[src/rtl/sram_pkg.sv]
// Shared types and constants for the synchronous single-port SRAM.
package sram_pkg;

    // Clear-sequencer states: sweeping the array to zero, or serving requests.
    typedef enum logic {
        CLEAR = 1'b0,
        READY = 1'b1
    } sram_state_t;

    // Replicated to DATA_W bits wherever the read register is forced idle.
    localparam bit RD_DATA_RST = 1'b0;

endpackage

[src/rtl/sram_clear_seq.sv]
// Self-timed whole-array clear sequencer: walks clr_ptr across every word
// after reset or on clr_req, holding busy high until the last word is zeroed.
module sram_clear_seq #(
    parameter int ADDR_W = 2
) (
    input  logic              clk,
    input  logic              reset,
    input  logic              clr_req,
    output logic              clr_we,
    output logic [ADDR_W-1:0] clr_addr,
    output logic              busy
);
    import sram_pkg::*;

    localparam int DEPTH = 2 ** ADDR_W;
    localparam logic [ADDR_W-1:0] LAST_PTR = ADDR_W'(DEPTH - 1);

    sram_state_t       state;
    logic [ADDR_W-1:0] clr_ptr;

    // State, sweep pointer and busy flag advance together on each clock.
    always_ff @(posedge clk) begin
        // NOTE: sequential state uses non-blocking assignments so every flop
        // samples pre-edge values, independent of statement order.
        if (!reset) begin
            state   <= CLEAR;
            clr_ptr <= '0;
            busy    <= 1'b1;
        end else begin
            case (state)
                CLEAR: begin
                    // The pointer wraps to zero on the same edge that exits.
                    clr_ptr <= clr_ptr + 1'b1;
                    if (clr_ptr == LAST_PTR) begin
                        state <= READY;
                        busy  <= 1'b0;
                    end
                end
                READY: begin
                    if (clr_req) begin
                        state   <= CLEAR;
                        clr_ptr <= '0;
                        busy    <= 1'b1;
                    end
                end
                default: begin
                    state   <= CLEAR;
                    clr_ptr <= '0;
                    busy    <= 1'b1;
                end
            endcase
        end
    end

    // While reset is held the array must not be written, so gate the sweep.
    assign clr_we   = reset && (state == CLEAR);
    assign clr_addr = clr_ptr;

endmodule

[src/rtl/sram_sync_array.sv]
// Parametrised synchronous single-port SRAM with a registered read path,
// a one-cycle rd_valid strobe and a self-timed whole-array clear.
module sram_sync_array #(
    parameter int DATA_W = 8,
    parameter int ADDR_W = 2
) (
    input  logic              clk,
    input  logic              reset,
    input  logic              wr_en,
    input  logic              rd_en,
    input  logic [ADDR_W-1:0] addr,
    input  logic [DATA_W-1:0] wr_data,
    input  logic              clr_req,
    output logic [DATA_W-1:0] rd_data,
    output logic              rd_valid,
    output logic              busy
);
    import sram_pkg::*;

    localparam int DEPTH = 2 ** ADDR_W;

    logic [DATA_W-1:0] mem [DEPTH];

    logic              clr_we;
    logic [ADDR_W-1:0] clr_addr;
    logic              user_we;
    logic              mem_we;
    logic [ADDR_W-1:0] mem_addr;
    logic [DATA_W-1:0] mem_wdata;

    sram_clear_seq #(
        .ADDR_W (ADDR_W)
    ) u_clear_seq (
        .clk      (clk),
        .reset    (reset),
        .clr_req  (clr_req),
        .clr_we   (clr_we),
        .clr_addr (clr_addr),
        .busy     (busy)
    );

    // A clear request wins over a write issued in the same cycle.
    assign user_we   = reset && !busy && wr_en && !clr_req;
    assign mem_we    = clr_we || user_we;
    assign mem_addr  = clr_we ? clr_addr : addr;
    assign mem_wdata = clr_we ? '0 : wr_data;

    // Single write port shared between the clear sweep and the user.
    always_ff @(posedge clk) begin
        // NOTE: the array has no reset term; it is zeroed by the clear sweep,
        // which keeps it mappable onto a plain RAM macro.
        if (mem_we) begin
            mem[mem_addr] <= mem_wdata;
        end
    end

    // Registered read: data and valid appear one cycle after rd_en, and the
    // old word is returned when a write to the same address shares the edge.
    always_ff @(posedge clk) begin
        if (!reset) begin
            rd_data  <= {DATA_W{RD_DATA_RST}};
            rd_valid <= 1'b0;
        end else if (rd_en && !busy) begin
            rd_data  <= mem[addr];
            rd_valid <= 1'b1;
        end else begin
            rd_data  <= {DATA_W{RD_DATA_RST}};
            rd_valid <= 1'b0;
        end
    end

endmodule

[config.mk]
export PLATFORM = sky130hd
export DESIGN_NAME = sram_sync_array
export DESIGN_NICKNAME = d
export VERILOG_FILES = /design/src/rtl/sram_pkg.sv /design/src/rtl/sram_clear_seq.sv /design/src/rtl/sram_sync_array.sv
export SDC_FILE = /design/constraint.sdc
export NUM_CORES = 1
export LEC_CHECK = 0
export ABC_AREA = 1
export ABC_CLOCK_PERIOD_IN_PS = 3430
export CAP_MARGIN = 20
export CORE_MARGIN = 8
export CORE_UTILIZATION = 30
export CTS_CLUSTER_SIZE = 24
export DETAILED_ROUTE_END_ITERATION = 16
export PLACE_DENSITY_LB_ADDON = 0.3
export RECOVER_POWER = 50
export SYNTH_ARGS = -nofsm -noshare
export SYNTH_HDL_FRONTEND = slang
export SYNTH_SLANG_ARGS = --single-unit
export TNS_END_PERCENT = 5
[constraint.sdc]
create_clock -name clk -period 3.43 [get_ports clk]
set_clock_uncertainty 0.05 [all_clocks]
set_input_delay 1.029 -clock clk [delete_from_list [all_inputs] [get_ports clk]]
set_output_delay 1.029 -clock clk [all_outputs]
set_load 0.01 [all_outputs]
==> impl_results.md <==
* Outcome: finished, final reports clean
* Yosys top cell area share at 50.1%
* Starting Density at 30.5%
* Synth area leaders: edfxtp_1 50%, dfxtp_1 14%, nand2_1 9.2%, inv_1 8.6%, nand3_1 5.2%
* Row count at 29
* Clk_lat worst skew at just under 300 ps
* Die height at 95.9 um
* Register area at between 1000 and 1500 sq um
* CTS Hold Bufs at 0
* GRT overflow at 0
* # DRC at 0
* Largest net degree at the start of global routing at 19
* Maximum VDD drop at 0.000211 V
* CTS tree: yes
* Max_cap viols at 0
* RSZ-0062 raised after global routing: false
* Biggest area consumer among synthesized cells: edfxtp_1
* Post-detail-place hpwl at 2790 um
* Area Growth Syn to Fin at 21.3%
* Min-Delay Path Class: reg2reg
* Worst setup margin at between 600 and 700 ps
* Crit path launch type: primary input
* Period Utilization, post-route at between 80% and 90%
* Setup WS pre-CTS at around 560 ps
* Wire length per cell after detailed routing at between 10 and 15 um
* Die span in x at about 96 um
* Final setup vio count at 0
* Arrival @ worst endpoint at between 2000 and 3000 ps
* Core Box Area at about 6300 sq um
* Routed WL at between 3000 and 4000 um
* Overall Global Routing Usage at roughly a tenth
* Tmin final at roughly 2800 ps
* I/O pin count at 25
* Net Count, Synth at 216
* Compound-Gate Fraction of Synth Area at roughly 4%
* Relative slew slack at 54.1%
* Initial antenna violation count at 0
* Simple-gate area share of the yosys netlist at between 10% and 20%
* Hold Path Origin: u_clear_seq.state
* Post-CTS resize count at 0
* Multi-input logic area at ~450 sq um
* GPL Wtd Cong at 0.738
* Post-synthesis adder-cell area fraction at less than 1%
* Worst Tran Pin Value at around 690 ps
* Antenna cells at 0
* Clock Pin Slew Worst Setup and Hold Paths at approximately 80 ps
* Clock Path Buffers at 2
* First-pass GRT wire length at between 6000 and 7000 um
* Share of cells above drive strength 1 at under 10%
* P_leak at ~1.1 nW
* Vias in the first global route at 1,318
* Mux cell area share after synthesis at 0%
* Sequential-to-total area share from yosys stat at between 60% and 70%
* CP max FO at 12
* Power Density at 443 nW/um^2
* Drt first pass iters at 4
* Final Hold Fails at 0
* Final antenna-violating net count at 0
* Critical path capture point type: flip-flop
* Filler cells at roughly 660
* Port bufs at 24
* Synth Warn # at 0
* Critical Path RT at 3390 ps
* H-tree Lvls at 2
* Sum Neg Setup Slack at 0 ps
* FMAX at 0.359 GHz
* Full die area at 9200 sq um
* Via Count at around 1,300
* Slew Limit Fails at 0
* Worst R2R Start: u_clear_seq.state
* Mapped Area at about 1900 sq um
* Netlist cell types at 19
* Number of synthesized register bits at 45
* CP Class: in2reg
* Total CTS buffers at 5
* Starting DRT DRC Count at a little over 100
* Nets at 249
* Beginning of the critical path: reset
* Cells after synthesis at 200
* XOR/XNOR share of the synthesized area at 0%
* Avg Cell Area, Syn at around 9.6 sq um
* Clock Sinks at 45
* Root Driver: clkbuf_8
* Vias per cell at 4.21
* Setup Fix Bufs, Post-CTS at 0
* Largest family of logic cells by synthesized area: simple AND/OR/NAND/NOR gates
## metrics by stage
stage	utilization, %	instances	instance area [sq um]	power [mW]	hold WS (ps)
floorplan	-	200	1920	0.698	405
finish	37.1	310	2330	1.03	461
CTS	37.3	310	2340	1.05	458
global route	37.1	310	2330	1.09	482
detailed placement	36.0	303	2260	0.745	440
global placement	36.0	303	2260	0.743	436
## kinds of logic (layout without fill, tap and decap cells)
kind of cell | Yosys count | in the layout
AND/OR/NAND/NOR | 86 | 86
AO/OA/AOI/OAI | 13 | 13
adder cells (fa/ha/maj) | 1 | 1
flip-flops | 45 | 45
buffers and inverters | 55 | 88
## Yosys cell counts, drive strengths merged
library cell,instances
nor2,14
buf,6
o21ai,2
a21oi,10
nand3,20
nand2,51
ha,1
inv,49
a22oi,1
nand3b,1
edfxtp,32
dfxtp,13
## power by group
group / switching (mW) / internal [mW]
Sequential: 0.00787 / 0.608
Combinational: 0.0666 / 0.0451
Clock: 0.166 / 0.138
Total: 0.240 / 0.791
## registers in the layout, summed over array words and instances (netlist names)
name                  count
rd_data                   8
mem                      32
u_clear_seq.clr_addr      2
u_clear_seq.state         1
rd_valid                  1
u_clear_seq.busy          1
## final cells by class
cell class                 instances  area share, %
timing repair buffer              32           12.9
inverter                          49           8.02
tap                               77           4.14
clock inverter                     1          0.161
clock buffer                       6           3.12
sequential                        45           52.5
multi-input combinational        100           19.2
## placed cells by master, fill, tap and decap left out, drive strengths merged
master,count
a21oi,10
a22oi,1
buf,8
clkbuf,6
clkdlybuf4s50,14
clkinv,1
dfxtp,13
dlygate4sd3,10
edfxtp,32
ha,1
inv,49
nand2,51
nand3,20
nand3b,1
nor2,14
o21ai,2
## final timing paths
path                        endpoint  slack, ps  cells past startpoint
max                        mem[3][3]        640                      6
min          u_clear_seq.clr_addr[0]        460                      2
max reg2reg                mem[3][3]       1710                      6
min reg2reg  u_clear_seq.clr_addr[0]        460                      2
## worst max-delay path, cell delays in order
cell	delay, ps
dlygate4sd3_1	700
nand2_1	180
inv_1	380
a21oi_2	110
nor2_1	170
buf_4	160
## routing by layer
layer	track usage [%]	wire, um	share of wire [%]	vias to the layer above
met3	2.89	137	3.5	2
met1	11.8	1830	47	602
met5	0	0	0	-
li1	-	-	-	680
met4	3.07	19	0.49	0
met2	15.1	1890	49	20
No activity file was read; power rests on OpenSTA's default activity.
==> RTL edit, RTL diff (same flow settings) <==
`ADDR_W` is set to 2 in 2 places; all go to 1.
--- a/src/rtl/sram_clear_seq.sv
+++ b/src/rtl/sram_clear_seq.sv
@@ -3,3 +3,3 @@
 module sram_clear_seq #(
-    parameter int ADDR_W = 2
+    parameter int ADDR_W = 1
 ) (
--- a/src/rtl/sram_sync_array.sv
+++ b/src/rtl/sram_sync_array.sv
@@ -4,3 +4,3 @@
     parameter int DATA_W = 8,
-    parameter int ADDR_W = 2
+    parameter int ADDR_W = 1
 ) (
Ports: changed (resized addr); port bits go from 25 to 24. The function was not compared with the original's and may differ.
==> RTL edit against the unedited design <==
  * Sequential power decreased by 32%
  * Area after synthesis decreased by 46%
  * Combinational power down 7%
  * Utilization increased by 3.6 points
  * Worst hold slack improved by 0.010 ns
  * Cell count down 45%
  * Highest routed layer unchanged
  * Final area down 42%
  * Wire length down 55%
  * Critical path type unchanged
  * Power down 29%
  * Sequential cell count down 17
  * Sequential share of layout area grew 0.98 points
  * Via count shrank 48%
  * Setup slack improved by 0.12 ns
==> RTL edit: results (changes against the unedited design) <==
Power
  – Leak: 0.000568 µW (-47%)
  – Int Power: 566 µW (-28%)

Yosys
  – Yosys cell types: 13 (-6)
  – Net Count, Synth: 114 (-47%)
  – Number of synthesized flops with an enable pin: 16 (-50%)

Clocking
  – Clk root buf: clkbuf_4
  – Reg clk slew, reported paths: 0.15 ns (+0.07 ns)
  – CTS buffer count: 3 (-2)
  – Clock latency on the worst-skew pair: 0.33 ns (+0.04 ns)
  – Htree depth: 1 (-1)

Setup path
  – Cells on worst reg2reg path: 5 (-1)
  – WP data arrival: 2.59 ns (-0.16 ns)
  – CP peak stage delay: 0.62 ns (-0.08 ns)
  – Max FO, Critical Path: 9 (-3)

GRT
  – Largest net degree at the start of global routing: 17 (-2)
  – Global Route met1 Usage: 6.06% (-5.8 points)

Detailed routing
  – Met2 wire length: 838 µm (-56%)
  – Wire length on met3: 150 µm (+9.5%)
  – Via Count: 680 (-48%)

Cells and area
  – Seq area share: 53.5% (+0.98 points)
  – Fraction of area in non-clock buffers: 17.1% (+4.2 points)
  – Seq_cells: 28 (-38%)
  – Non-clk invs: 17 (-65%)
  – Nets: 141 (-43%)
  – Comb_multi_in: 54 (-46%)

Outcome
  – Status: finished, final reports clean

Floorplan
  – Rows: 21 (-28%)

Place
  – PortBufs: 23 (-4.2%)
  – Gp weighted congestion: 0.732 (-0.85%)
  – DP Worst Slack: 0.561 ns (+0.00404 ns)

Timing
  – Final WS setup: 0.764 ns (+0.121 ns)
## RTL edit: cell types whose count changed after synthesis, sizes merged, moves of 2 or more
cell    unedited run  this run
edfxtp            32        16
nand3             20         1
inv               49        17
buf                6         1
nand2             51        27
nor2              14        16
o21ai              2         0
a21oi             10         8
## RTL edit: power groups by stage
stage          sequential, µW  clock, µW  combinational [µW]
2_1_floorplan             429          0                59.3
3_3_place_gp              427          0                 108
3_5_place_dp              427          0                 109
4_1_cts                   419        216                 110
5_1_grt                   421        227                 118
6_report                  417        212                 104
## RTL edit: metrics by stage
step,hold WS [ns],instances,utilization (%)
after floorplan,0.425,100,-
after global placement,0.445,168,39.6
after detailed placement,0.439,168,39.6
after CTS,0.476,172,41.2
after global routing,0.489,172,40.7
final,0.471,172,40.7
## RTL edit: cell families after synthesis
logic type                count (synthesis)  synth area share, %
AOI/OAI and AO/OA                         9                 4.62
xor gates and xnor gates                  1                0.851
buffers and inverters                    18                 6.93
DFF                                      28                 70.0
and+or+nand+nor                          44                 17.6
